**src/rtl/inst_fetch_resp.sv**
```systemverilog
// Instruction fetch responder: turns the PC stage's (pc, ce) into word reads on a req/ack bus, returns the word to IF/ID.
// Latency: hit = 0 extra cycles; miss = 2+k cycles (k = ack wait after req rises), stallreq_o held meanwhile.
// Backpressure: bus_req_o/bus_addr_o held until bus_ack_i; optional watchdog (IFETCH_TIMEOUT_EN) aborts after TIMEOUT cycles.
module inst_fetch_resp #(
    parameter int ADDR_W  = 32,
    parameter int DATA_W  = 32,
    parameter int TIMEOUT = 255
) (
    input  logic              clk,
    input  logic              rst,
    input  logic [ADDR_W-1:0] pc_i,
    input  logic              ce_i,
    input  logic              flush_i,
    output logic              bus_req_o,
    output logic [ADDR_W-1:0] bus_addr_o,
    input  logic              bus_ack_i,
    input  logic [DATA_W-1:0] bus_rdata_i,
    output logic [DATA_W-1:0] inst_o,
    output logic              inst_valid_o,
    output logic              stallreq_o,
    output logic              adel_o,
    output logic              bus_err_o
);

    localparam logic [0:0] S_IDLE = 1'b0;
    localparam logic [0:0] S_BUSY = 1'b1;

    logic [0:0]        state;
    logic [ADDR_W-1:0] buf_addr;
    logic [DATA_W-1:0] buf_data;
    logic              buf_valid;
    logic              drop;
    logic              hit;
    logic              mis;
    logic              start;

    // One-entry buffer lookup and pipeline-facing outputs.
    assign hit          = buf_valid && (buf_addr == pc_i);
    assign mis          = (pc_i[1:0] != 2'b00);
    assign inst_valid_o = ce_i & hit & ~mis;
    assign inst_o       = inst_valid_o ? buf_data : '0;
    assign stallreq_o   = ce_i & ~hit & ~mis & ~flush_i;
    assign adel_o       = ce_i & mis;

    // A new fetch starts exactly when the pipeline is being stalled for a word we lack.
    assign start = stallreq_o;

`ifdef IFETCH_TIMEOUT_EN
    localparam int CNT_W = (TIMEOUT < 2) ? 1 : $clog2(TIMEOUT + 1);

    logic [CNT_W-1:0] cnt;
    logic             timeout_hit;

    // Comparing the pre-increment value means the abort lands on the cycle the count would reach TIMEOUT.
    assign timeout_hit = (state == S_BUSY) && !bus_ack_i && (cnt == CNT_W'(TIMEOUT - 1));
`else
    // No watchdog in this build: a request waits for its ack forever and never errors.
    assign bus_err_o = (TIMEOUT < 0);
`endif

    // FSM, bus request register and fetch buffer.
    always_ff @(posedge clk or negedge rst) begin
        if (!rst) begin
            state      <= S_IDLE;
            bus_req_o  <= 1'b0;
            bus_addr_o <= '0;
            buf_addr   <= '0;
            buf_data   <= '0;
            buf_valid  <= 1'b0;
            drop       <= 1'b0;
`ifdef IFETCH_TIMEOUT_EN
            cnt        <= '0;
            bus_err_o  <= 1'b0;
`endif
        end else begin
`ifdef IFETCH_TIMEOUT_EN
            bus_err_o <= 1'b0;
`endif
            case (state)
                S_IDLE: begin
                    if (start) begin
                        state      <= S_BUSY;
                        bus_req_o  <= 1'b1;
                        bus_addr_o <= pc_i;
                        drop       <= 1'b0;
                    end
                end
                default: begin
                    // A flushed transaction still runs to its ack; only its data is thrown away.
                    if (flush_i) begin
                        drop <= 1'b1;
                    end
                    if (bus_ack_i) begin
                        if (!drop && !flush_i) begin
                            buf_data  <= bus_rdata_i;
                            buf_addr  <= bus_addr_o;
                            buf_valid <= 1'b1;
                        end
                        bus_req_o <= 1'b0;
                        state     <= S_IDLE;
`ifdef IFETCH_TIMEOUT_EN
                        cnt       <= '0;
                    end else if (timeout_hit) begin
                        bus_req_o <= 1'b0;
                        state     <= S_IDLE;
                        buf_valid <= 1'b0;
                        bus_err_o <= 1'b1;
                        cnt       <= '0;
                    end else begin
                        cnt <= cnt + 1'b1;
`endif
                    end
                end
            endcase
            // Flush invalidates the buffer regardless of state, overriding any load this cycle.
            if (flush_i) begin
                buf_valid <= 1'b0;
            end
        end
    end

endmodule
```
**config.mk**
```make
export PLATFORM = sky130hd
export DESIGN_NAME = inst_fetch_resp
export DESIGN_NICKNAME = d
export VERILOG_FILES = /design/src/rtl/inst_fetch_resp.sv
export SDC_FILE = /design/constraint.sdc
export NUM_CORES = 1
export LEC_CHECK = 0
export CAP_MARGIN = 0
export CELL_PAD_IN_SITES_DETAIL_PLACEMENT = 1
export CELL_PAD_IN_SITES_GLOBAL_PLACEMENT = 1
export CORE_MARGIN = 5
export CORE_UTILIZATION = 38
export CTS_BUF_LIST = sky130_fd_sc_hd__clkbuf_4 sky130_fd_sc_hd__clkbuf_8
export CTS_CLUSTER_SIZE = 12
export DETAILED_ROUTE_END_ITERATION = 12
export PLACE_DENSITY = 0.91
export RECOVER_POWER = 25
export SLEW_MARGIN = 20
export SYNTH_ARGS = -nofsm -noshare
export SYNTH_HDL_FRONTEND = slang
export SYNTH_SLANG_ARGS = --single-unit
```
**constraint.sdc**
```tcl
create_clock -name clk -period 2.4 [get_ports clk]
set_input_delay 0.24 -clock clk [delete_from_list [all_inputs] [get_ports clk]]
set_output_delay 0.24 -clock clk [all_outputs]
set_load 0.1 [all_outputs]
```
==> results of run 1 <==
[logic make-up after synthesis]
kind of cell,count (synthesis)
other cells,1
simple gates,85
mux,91
flops,100
compound gates,12
buf+inv,25
xor+xnor,21
[state kept, by name, indices dropped and copies added (netlist names)]
| register | cells |
|---|---|
| buf_addr | 32 |
| buf_data | 32 |
| bus_addr_o | 32 |
| buf_valid | 1 |
| bus_req_o | 1 |
| drop | 1 |
| state | 1 |
[per-stage QoR]
| step | std cells | utilization (%) | worst slack (ns) |
|---|---|---|---|
| finish | 634 | 60.1 | -0.231 |
| global route | 634 | 60.1 | -0.374 |
| CTS | 628 | 58.4 | -0.220 |
| detailed placement | 611 | 56.0 | -0.245 |
| global placement | 611 | 56.0 | -0.175 |
| floorplan | 335 | - | -0.0621 |
[final cells by class]
type	count	area (um2)	share of cell area [%]
flip-flops and latches	100	2500	36.1
clock buffers	11	151	2.19
inverters	11	41.3	0.596
well taps	143	179	2.58
multi-input cells	210	2070	30.0
clock inverters	5	82.6	1.19
repair buffers	154	1890	27.3
[where the power goes]
group	total, mW	switching, mW	internal [mW]
combinational	2.34	1.47	0.873
sequential	2.53	0.358	2.17
clock	1.24	0.592	0.648
total	6.11	2.42	3.69
[worst reg2reg max path, stage by stage (launching register included)]
cell and delay [ns]:
dfrtp_1 0.42, xnor2_2 0.22, buf_4 0.16, nand2_4 0.05, nor4b_4 0.25, nand4b_1 0.16, buf_4 0.18, o21ai_4 0.31
clkbuf_16 0.24, mux2_4 0.30
[routing by layer]
metal  share of wire (%)  wire (um)
met5               0.086         12
met2                  51       7160
met4                 2.5        352
met3                 6.8        940
met1                  39       5460
[layout by cell type (no fill, tap or decap), drive strengths merged]
cell type | netlist | final
bufinv | 0 | 2
xor2 | 2 | 2
o21ai | 6 | 6
clkbuf | 6 | 16
nor4b | 1 | 1
dlygate4sd3 | 0 | 1
nor3 | 1 | 1
nand4b | 1 | 1
xnor2 | 19 | 19
conb | 1 | 1
nand2b | 13 | 13
o22ai | 3 | 3
and2 | 34 | 34
nor2b | 2 | 2
nand2 | 8 | 8
a222oi | 1 | 1
nand4 | 11 | 11
nor2 | 5 | 5
clkinv | 0 | 2
nand3 | 4 | 4
mux2 | 91 | 91
clkdlybuf4s50 | 0 | 67
inv | 11 | 12
nor4 | 5 | 5
a21oi | 1 | 1
buf | 8 | 81
dfrtp | 100 | 100
a21o | 1 | 1
[worst min path at each step]
stage / to / slack, ns / cells past startpoint
after detailed placement: buf_data[13]$_DFFE_PN0P_ / 0.27 / 1
after floorplan: buf_addr[0]$_DFFE_PN0P_ / -0.06 / 0
after global routing: buf_data[13]$_DFFE_PN0P_ / 0.46 / 2
after global placement: buf_data[11]$_DFFE_PN0P_ / 0.26 / 1
final: buf_data[15]$_DFFE_PN0P_ / 0.47 / 2
after CTS: buf_data[13]$_DFFE_PN0P_ / 0.40 / 2
[what timing repair did]
action                                  CTS  global route
hold buffers                              1             0
setup buffers                             0             2
gates cloned                              0             4
endpoints found under the setup margin   34            40
resized for setup                         6            24
endpoints found under the hold margin    43             0
pin swaps                                 1            11
==> run summary, run 1 <==
Outcome -> complete, but fails checks
Failing checks -> negative setup slack
Detail Route Antenna Nets -> 0
Cell repeated most along the worst path -> buf_12
M1 GR Usage -> 22.0%
Critical Path AT -> 2.39 ns
Placement Cell Area -> 6450 um2
Worst Path Buf+Inv -> 3
Avg Inst Size Synth -> 13.5 um2
Clock root cell -> clkbuf_8
XOR/XNOR Fraction of Synth Area -> 4.08%
Power per cell area -> 883 nW/um2
Required @ worst endpoint -> 2.16 ns
VDD IR max -> 0.573 mV
Most used routing layer in global routing -> met2
First-pass GRT wire length -> 20800 um
Worst-path clk slew -> 0.10 ns
Final HPWL DP -> 9830 um
Num CTS Buffers -> 9
HP Class -> in2reg
Number of cells on the critical path -> 9
Core ar. -> 11500 um2
R2R Setup Slk -> 0.02 ns
Syn nets -> 404
Hold Startpoint -> bus_rdata_i[15]
Vias in the first global route -> 3641
Max Cap Viol -> 0
Worst setup path endpoint -> inst_o[28]
Wire per inst -> 22.0 um
Initial core utilization -> 39.1%
CTS tree -> done
Tmin final -> 2.63 ns
Layout fillers -> 1113
Yosys warnings -> 0
WHS -> 0.472 ns
Die height -> 119 um
PortBufs -> 136
RR Startpoint -> buf_addr[22]$_DFFE_PN0P_
Worst skew pair latency -> 0.37 ns
Die ar. -> 14100 um2
GR Util met3 -> 5.26%
Delay of the slowest critical-path stage -> 0.42 ns
Synth area leaders -> dfrtp_1 (56%), mux2_2 (18%), mux2_4 (6.7%)
Fin area -> 6920 um2
Count leader, synth -> dfrtp_1
Setup WS post-layout -> -0.231 ns
Synth Instances -> 335
Largest area contributor in the netlist -> dfrtp_1
Largest net degree at the start of global routing -> 58
CP max FO -> 17
Total design power -> 6.11 mW
Initial antenna violation count -> 1
Worst slew pin tran -> 1.12 ns
GRT Overall Usage -> 18.8%
Clk sinks -> 100
Fin. max-slew vios -> 0
Peak Freq -> 0.380 GHz
Worst Reg-to-Reg Cells -> 9
Slowest-stage cell, CP -> dfrtp_1
Post-synth ARST share -> 100%
Post-route DRC -> 0
Crit end category -> output pin
Die W -> 119 um
Worst-case clock buffer depth -> 2
RSZ-0062 raised after global routing -> yes
Vias/cell -> 5.11
Gr ovfl total -> 0
GR met2 Demand/Resource -> 33.0%
Syn-to-layout area delta -> 53.6%
# diodes -> 0
Mux cell area share after synthesis -> 24.4%
Synth cell types -> 29
Final net count -> 555
Critical path's top delay family -> simple AND/OR/NAND/NOR gates
Synth Area in Compound Gates -> 1.83%
Routed WL -> 13900 um
CP startpoint kind -> flop
Number of synthesized flops with an enable pin -> 0
Pleak -> 3.17 nW
Post-synthesis register bit count -> 100
Rows -> 39
Skew final -> 0.0115 ns
Yosys top cell area share -> 55.5%
Largest family of logic cells by synthesized area -> multiplexers
RR Endpoint -> bus_addr_o[19]$_DFFE_PN0P_
Synth top cells by count -> dfrtp_1 (100), mux2_2 (71), and2_1 (34)
Final-report setup violation count -> 33
Synth Area in Simple Gates -> 11.3%
Max transition margin -> 25.6%
Detailed Route Iter0 Violations -> 107
Seq/Total Area, Yosys -> 55.5%
Via count -> 3239
Post-Synth Adder-Cell Area -> 0%
Worst path cell trace -> xnor2_2, nand3_1, nor4_2, nand2_1, nor3_4, buf_12, buf_12, and2_2, buf_12
Synth Flop Type -> dfrtp_1
Crit Path Category -> reg2out
First drt pass iteration count -> 4
GPL Wtd Cong -> 0.783
Setup TNS -> -6.75 ns
Final hold vios -> 0
Io pins -> 138
Syn Std Cell Area -> 4510 um2
Source of the critical timing path -> buf_addr[22]$_DFFE_PN0P_
Clock H-tree levels -> 3
Share of cells above drive strength 1 -> 48.3%
Crit share post-route -> 110%
Note: power is estimated with default switching activity, not from simulation.
==> inputs of run 2 (changes only) <==
--- a/config.mk
+++ b/config.mk
@@ -13,7 +13,7 @@
 export CTS_BUF_LIST = sky130_fd_sc_hd__clkbuf_4 sky130_fd_sc_hd__clkbuf_8
 export CTS_CLUSTER_SIZE = 12
 export DETAILED_ROUTE_END_ITERATION = 12
-export PLACE_DENSITY = 0.91
+export PLACE_DENSITY_LB_ADDON = 0.15
 export RECOVER_POWER = 25
 export SLEW_MARGIN = 20
 export SYNTH_ARGS = -nofsm -noshare
==> run 2 against run 1 <==
  * The run still ends with negative setup slack left
  * Sequential power is essentially flat
  * Cell area shrank 0.85%
  * Largest cell class unchanged
  * Worst setup slack gained 0.028 ns
  * Sequential share of layout area grew 0.31 points
  * Core utilization shrank 0.51 points
  * Clock skew shrank 0.0011 ns
  * Fmax grew 1.1%
==> run summary, run 2 (synthesized netlist as in run 1, its figures left out) <==
Post-route DRC -> 0 (unchanged)
Fin. max-slew vios -> 0 (unchanged)
Required @ worst endpoint -> 2.16 ns (about the same)
Pre-CTS WS -> -0.191 ns (+0.0538 ns)
Final HPWL DP -> 8150 um (-17%)
Wire per inst -> 18.4 um (-16%)
First-pass GRT wire length -> 18200 um (-12%)
First drt pass iteration count -> 4 (unchanged)
Num CTS Buffers -> 9 (unchanged)
GRT Overall Usage -> 16.1% (-2.7 points)
Outcome -> complete, but fails checks
Combinational power share -> 38.0% (-0.3 points)
GPL Wtd Cong -> 0.779 (-0.47%)
Failing checks -> negative setup slack
Vias in the first global route -> 3483 (-4.3%)
Routed WL -> 11700 um (-16%)
Final-report setup violation count -> 33 (unchanged)
Vias/cell -> 4.95 (-3.2%)
Die height -> 119 um (unchanged)
Final net count -> 556 (+0.18%)
Clk sinks -> 100 (unchanged)
CTS tree -> done
HP Class -> in2reg
Switching Share -> 38.7% (-0.82 points)
Gr ovfl total -> 0 (unchanged)
Io pins -> 138 (unchanged)
Via count -> 3132 (-3.3%)
Fin area -> 6870 um2 (-0.85%)
CP max FO -> 8 (-9)
Max transition margin -> 7.07% (-19 points)
CP startpoint kind -> flop
Crit Path Category -> reg2out
Initial antenna violation count -> 0 (-1)
Total design power -> 5.95 mW (-2.7%)
Power per cell area -> 867 nW/um2 (-1.8%)
PortBufs -> 136 (unchanged)
Critical Path AT -> 2.36 ns (-0.03 ns)
Final core utilization -> 59.6% (-0.51 points)
Detailed Route Iter0 Violations -> 91 (-15%)
Core ar. -> 11500 um2 (unchanged)
Clock H-tree levels -> 3 (unchanged)
Initial core utilization -> 39.1% (unchanged)
Worst-case clock buffer depth -> 2 (unchanged)
Peak Freq -> 0.384 GHz (+1.1%)
Die W -> 119 um (unchanged)
Fin cells -> 633 (-0.16%)
Uppermost layer routed -> met4
# diodes -> 0 (unchanged)
Tmin final -> 2.60 ns (-0.0282 ns)
Skew final -> 0.0104 ns (-0.00107 ns)
Internal power -> 3.64 mW (-1.3%)
Detail Route Antenna Nets -> 0 (unchanged)
Most frequent cells in the layout -> dfrtp_1 (100), mux2_2 (71), clkdlybuf4s50_1 (67)
Worst skew pair latency -> 0.36 ns (about the same)
VDD IR max -> 0.511 mV (-11%)
Worst slew pin tran -> 1.39 ns (+0.278 ns)
Multi-input logic area -> 2070 um2 (-0.24%)
Pleak -> 3.11 nW (-2.0%)
Setup TNS -> -6.19 ns (+0.560 ns)
Clk pwr share -> 20.0% (-0.3 points)
Share of cells above drive strength 1 -> 49.2% (+0.91 points)
Max Cap Viol -> 0 (unchanged)
Die ar. -> 14100 um2 (unchanged)
Worst-path clk slew -> 0.09 ns (about the same)
DRT met1 WL -> 5040 um (-7.7%)
Rows -> 39 (unchanged)
Largest regs -> buf_addr: 32 flops, buf_data: 32 flops, bus_addr_o: 32 flops
Seq. cell area -> 2500 um2 (unchanged)
Clock root cell -> clkbuf_8
Syn-to-layout area delta -> 52.3%
Crit share post-route -> 108% (-1.2 points)
Layout fillers -> 1108 (-0.45%)
Flop pwr share -> 42.1% (+0.7 points)
Net Switching -> 2.30 mW (-4.7%)
Final hold vios -> 0 (unchanged)
WL met2 -> 6000 um (-16%)
Met3 routed WL -> 494 um (-47%)
Crit end category -> output pin
Placement Cell Area -> 6420 um2 (-0.39%)
WHS -> 0.489 ns (+0.0163 ns)
RSZ-0062 raised after global routing -> yes
Setup WS post-layout -> -0.202 ns (+0.0282 ns)
Commonest non-fill, non-tap cell in the layout -> dfrtp_1
Number of placed cells counting well taps -> 611 (unchanged)
Largest net degree at the start of global routing -> 101 (+74%)
run 2: power groups by stage:
stage	sequential (mW)	combinational, mW	clock [mW]
after floorplan	3.37	0.725	0
after global placement	2.47	2.18	0
after detailed placement	2.52	2.22	0
after CTS	2.49	2.25	1.22
after global routing	2.57	2.37	1.30
final	2.50	2.26	1.19
run 2: layout make-up:
type | count | share of cell area (%)
clock buffers | 12 | 2.22
flip-flops and latches | 100 | 36.4
multi-input cells | 210 | 30.1
clock inverters | 2 | 0.875
inverters | 11 | 0.601
repair buffers | 155 | 27.1
well taps | 143 | 2.61
run 2: routing by layer:
layer | vias to the layer above | GRT usage, %
li1 | 1451 | -
met1 | 1574 | 20.9
met2 | 98 | 26.9
met3 | 9 | 3.55
met4 | 0 | 4.78
met5 | - | 0
run 2: repair_timing:
| item | 4_1_cts | 5_1_grt |
|---|---|---|
| endpoints found under the setup margin | 33 | 34 |
| gates resized for setup | 7 | 31 |
| pin swaps | 0 | 26 |
| gates cloned | 0 | 3 |
| hold buffers | 1 | 0 |
| setup buffers | 0 | 4 |
| hold endpoints to repair | 100 | 0 |
run 2: final timing paths:
check	from	end	slack, ns	depth (start not counted)
min in group asynchronous	rst	buf_data[21]$_DFFE_PN0P_	0.85	3
min reg2reg	buf_data[17]$_DFFE_PN0P_	buf_data[17]$_DFFE_PN0P_	0.51	1
max reg2reg	buf_addr[14]$_DFFE_PN0P_	bus_addr_o[27]$_DFFE_PN0P_	0.10	9
min	bus_rdata_i[0]	buf_data[0]$_DFFE_PN0P_	0.49	2
max	buf_addr[14]$_DFFE_PN0P_	inst_o[9]	-0.20	9
max in group asynchronous	rst	buf_addr[24]$_DFFE_PN0P_	0.65	3
run 2: worst max-delay path: stages, from the launching register on:
cell	delay, ns
dfrtp_1	0.42
xnor2_2	0.23
nand4_1	0.12
nor4_1	0.23
nand2_1	0.13
nor3_4	0.24
buf_12	0.16
clkbuf_16	0.15
and2_4	0.15
buf_12	0.17
==> inputs of run 3 (changes only) <==
==> config.mk (replaced) <==
export PLATFORM = sky130hd
export DESIGN_NAME = inst_fetch_resp
export DESIGN_NICKNAME = d
export VERILOG_FILES = /design/src/rtl/inst_fetch_resp.sv
export SDC_FILE = /design/constraint.sdc
export NUM_CORES = 1
export LEC_CHECK = 0
export CAP_MARGIN = 10
export CORE_MARGIN = 5
export CORE_UTILIZATION = 48
export CTS_BUF_LIST = sky130_fd_sc_hd__clkbuf_4 sky130_fd_sc_hd__clkbuf_8
export CTS_CLUSTER_SIZE = 12
export DETAILED_ROUTE_END_ITERATION = 12
export PLACE_DENSITY_LB_ADDON = 0.15
export RECOVER_POWER = 25
export SETUP_SLACK_MARGIN = 0.05
export SLEW_MARGIN = 20
export SYNTH_ARGS = -nofsm -noshare
export SYNTH_HDL_FRONTEND = slang
export SYNTH_SLANG_ARGS = --single-unit
==> run 3 against run 2 <==
  * Critical path type unchanged
  * Cell count down 5.2%
  * Sequential cell count unchanged
  * Critical endpoint is now inst_o[14]
  * Highest routed layer unchanged
  * Via count down 1.8%
  * The flow still finishes with violations (negative setup slack)
  * Fmax up 1.7%
  * Combinational power up 2%
  * Clock-buffer cell count unchanged
  * Wire length down 8.2%
  * Cell area about the same
  * Largest cell class unchanged
  * First-iteration DRC count down 26%
==> run summary, run 3 (synthesized netlist as in run 1, its figures left out) <==
GR met2 Demand/Resource -> 30.8% (+3.9 points)
RSZ-0062 raised after global routing -> yes
Num CTS Buffers -> 9 (unchanged)
M1 GR Usage -> 25.4% (+4.5 points)
Die W -> 107 um (-10%)
Seq. cell area -> 2500 um2 (unchanged)
Switching Share -> 40.1% (+1.4 points)
Die ar. -> 11400 um2 (-19%)
Wire per inst -> 17.8 um (-3.2%)
Vias/cell -> 5.13 (+3.6%)
HP Class -> in2reg
Tmin final -> 2.56 ns (-0.0440 ns)
Outcome -> complete, but fails checks
Post-route DRC -> 0 (unchanged)
Vias in the first global route -> 3252 (-6.6%)
Fin. max-slew vios -> 0 (unchanged)
PortBufs -> 136 (unchanged)
Max transition margin -> 31.0% (+24 points)
Final hold vios -> 0 (unchanged)
Net Switching -> 2.32 mW (+0.80%)
Io pins -> 138 (unchanged)
Peak Freq -> 0.391 GHz (+1.7%)
Largest regs -> buf_addr: 32 flops, buf_data: 32 flops, bus_addr_o: 32 flops
Worst slew pin tran -> 1.03 ns (-0.359 ns)
Internal power -> 3.46 mW (-4.9%)
Routed WL -> 10700 um (-8.2%)
Initial antenna violation count -> 0 (unchanged)
Most frequent cells in the layout -> dfrtp_1 (100), mux2_2 (71), clkdlybuf4s50_1 (62)
Multi-input logic area -> 2150 um2 (+3.8%)
Detail Route Antenna Nets -> 0 (unchanged)
GRT Overall Usage -> 18.7% (+2.7 points)
Crit Path Category -> reg2out
Skew final -> 0.0126 ns (+0.00214 ns)
First-pass GRT wire length -> 16700 um (-8.2%)
Worst-case clock buffer depth -> 2 (unchanged)
GPL Wtd Cong -> 0.787 (+0.98%)
Final-report setup violation count -> 33 (unchanged)
Clk sinks -> 100 (unchanged)
Largest net degree at the start of global routing -> 61 (-40%)
Rows -> 35 (-10%)
Power per cell area -> 843 nW/um2 (-2.7%)
Worst skew pair latency -> 0.35 ns (about the same)
Crit share post-route -> 107% (-1.8 points)
Commonest non-fill, non-tap cell in the layout -> dfrtp_1
Placement Cell Area -> 6380 um2 (-0.58%)
Critical Path AT -> 2.32 ns (-0.04 ns)
VDD IR max -> 0.685 mV (+34%)
Required @ worst endpoint -> 2.16 ns (about the same)
Crit end category -> output pin
Detailed Route Iter0 Violations -> 67 (-26%)
Clock root cell -> clkbuf_8
CTS tree -> done
Final net count -> 554 (-0.36%)
CP startpoint kind -> flop
# diodes -> 0 (unchanged)
Worst-path clk slew -> 0.09 ns (about the same)
Core ar. -> 9200 um2 (-20%)
First drt pass iteration count -> 6 (+2)
Setup WS post-layout -> -0.159 ns (+0.0440 ns)
Die height -> 107 um (-10%)
Pleak -> 3.13 nW (+0.79%)
Clk pwr share -> 16.8% (-3.2 points)
Failing checks -> negative setup slack
Fin area -> 6860 um2 (about the same)
Layout fillers -> 611 (-45%)
Initial core utilization -> 49.0% (+9.9 points)
CP max FO -> 8 (unchanged)
GR Util met3 -> 3.79% (+0.24 points)
Max Cap Viol -> 0 (unchanged)
Final HPWL DP -> 7640 um (-6.2%)
Flop pwr share -> 43.5% (+1.4 points)
WHS -> 0.321 ns (-0.167 ns)
Total design power -> 5.79 mW (-2.7%)
Syn-to-layout area delta -> 52.3% (about the same)
Gr ovfl total -> 0 (unchanged)
Via count -> 3076 (-1.8%)
Clock H-tree levels -> 3 (unchanged)
Share of cells above drive strength 1 -> 51.3% (+2.1 points)
Most used routing layer in global routing -> met2
Combinational power share -> 39.7% (+1.7 points)
==> run 3: changes by cell type in the layout (fill, tap and decap cells not counted), sizes merged <==
cell,change
bufinv,-2
buf,-2
dlygate4sd2,+5
clkdlybuf4s50,-5
clkinvlp,+2
clkinv,+1
==> run 3: cell type report <==
cell class | count | share of cell area, %
well taps | 111 | 2.02
clock buffers | 12 | 2.22
multi-input cells | 210 | 31.3
inverters | 11 | 0.602
repair buffers | 153 | 27.1
clock inverters | 3 | 0.346
flip-flops and latches | 100 | 36.5
==> run 3: metal layers <==
metal,vias up,wire [um],share of wire [%]
met3,12,505,4.7
li1,1450,-,-
met1,1502,4870,45
met4,0,141,1.3
met5,-,0,0
met2,112,5190,48
==> run 3: power groups by stage <==
stage	Clock (mW)	Combinational, mW	Sequential [mW]
CTS	1.01	2.26	2.51
finish	0.975	2.30	2.51
global route	1.08	2.41	2.58
detailed placement	0	2.21	2.51
floorplan	0	0.725	3.37
global placement	0	2.17	2.48
==> run 3: worst paths after layout <==
path / startpoint / endpoint / slack (ns) / depth (start not counted)
max: buf_addr[22]$_DFFE_PN0P_ / inst_o[14] / -0.16 / 9
min: pc_i[3] / bus_addr_o[3]$_DFFE_PN0P_ / 0.32 / 2
max reg2reg: buf_addr[22]$_DFFE_PN0P_ / bus_addr_o[5]$_DFFE_PN0P_ / 0.20 / 8
min reg2reg: buf_data[20]$_DFFE_PN0P_ / buf_data[20]$_DFFE_PN0P_ / 0.52 / 1
max in group asynchronous: rst / buf_addr[23]$_DFFE_PN0P_ / 0.36 / 3
min in group asynchronous: rst / buf_data[15]$_DFFE_PN0P_ / 0.59 / 2
==> run 3: worst max-delay path: stages, from the launching register on <==
cell and delay (ns):
dfrtp_1 0.41, xnor2_2 0.20, nand3_1 0.11, nor4_2 0.31, nand2_1 0.14, nor3_4 0.16, buf_12 0.16, clkbuf_16 0.15
and2_4 0.15, buf_12 0.16
==> run 3: stage by stage <==
stage	TNS, ns	setup WS, ns	utilization [%]	std cells
3_5_place_dp	-14.53	-0.291	69.4	579
3_3_place_gp	-13.30	-0.274	69.4	579
4_1_cts	-4.55	-0.153	73.3	597
2_1_floorplan	-0.0621	-0.0621	-	335
6_report	-4.56	-0.159	74.6	600
5_1_grt	-8.83	-0.256	74.6	600
==> run 3: what timing repair did <==
action                     CTS  global route
gates resized for setup     33            24
hold endpoints to repair    40             0
setup buffers                1             2
hold buffers                 1             0
pin swaps                    4            37
setup endpoints to repair   34            35
gates cloned                 1             2
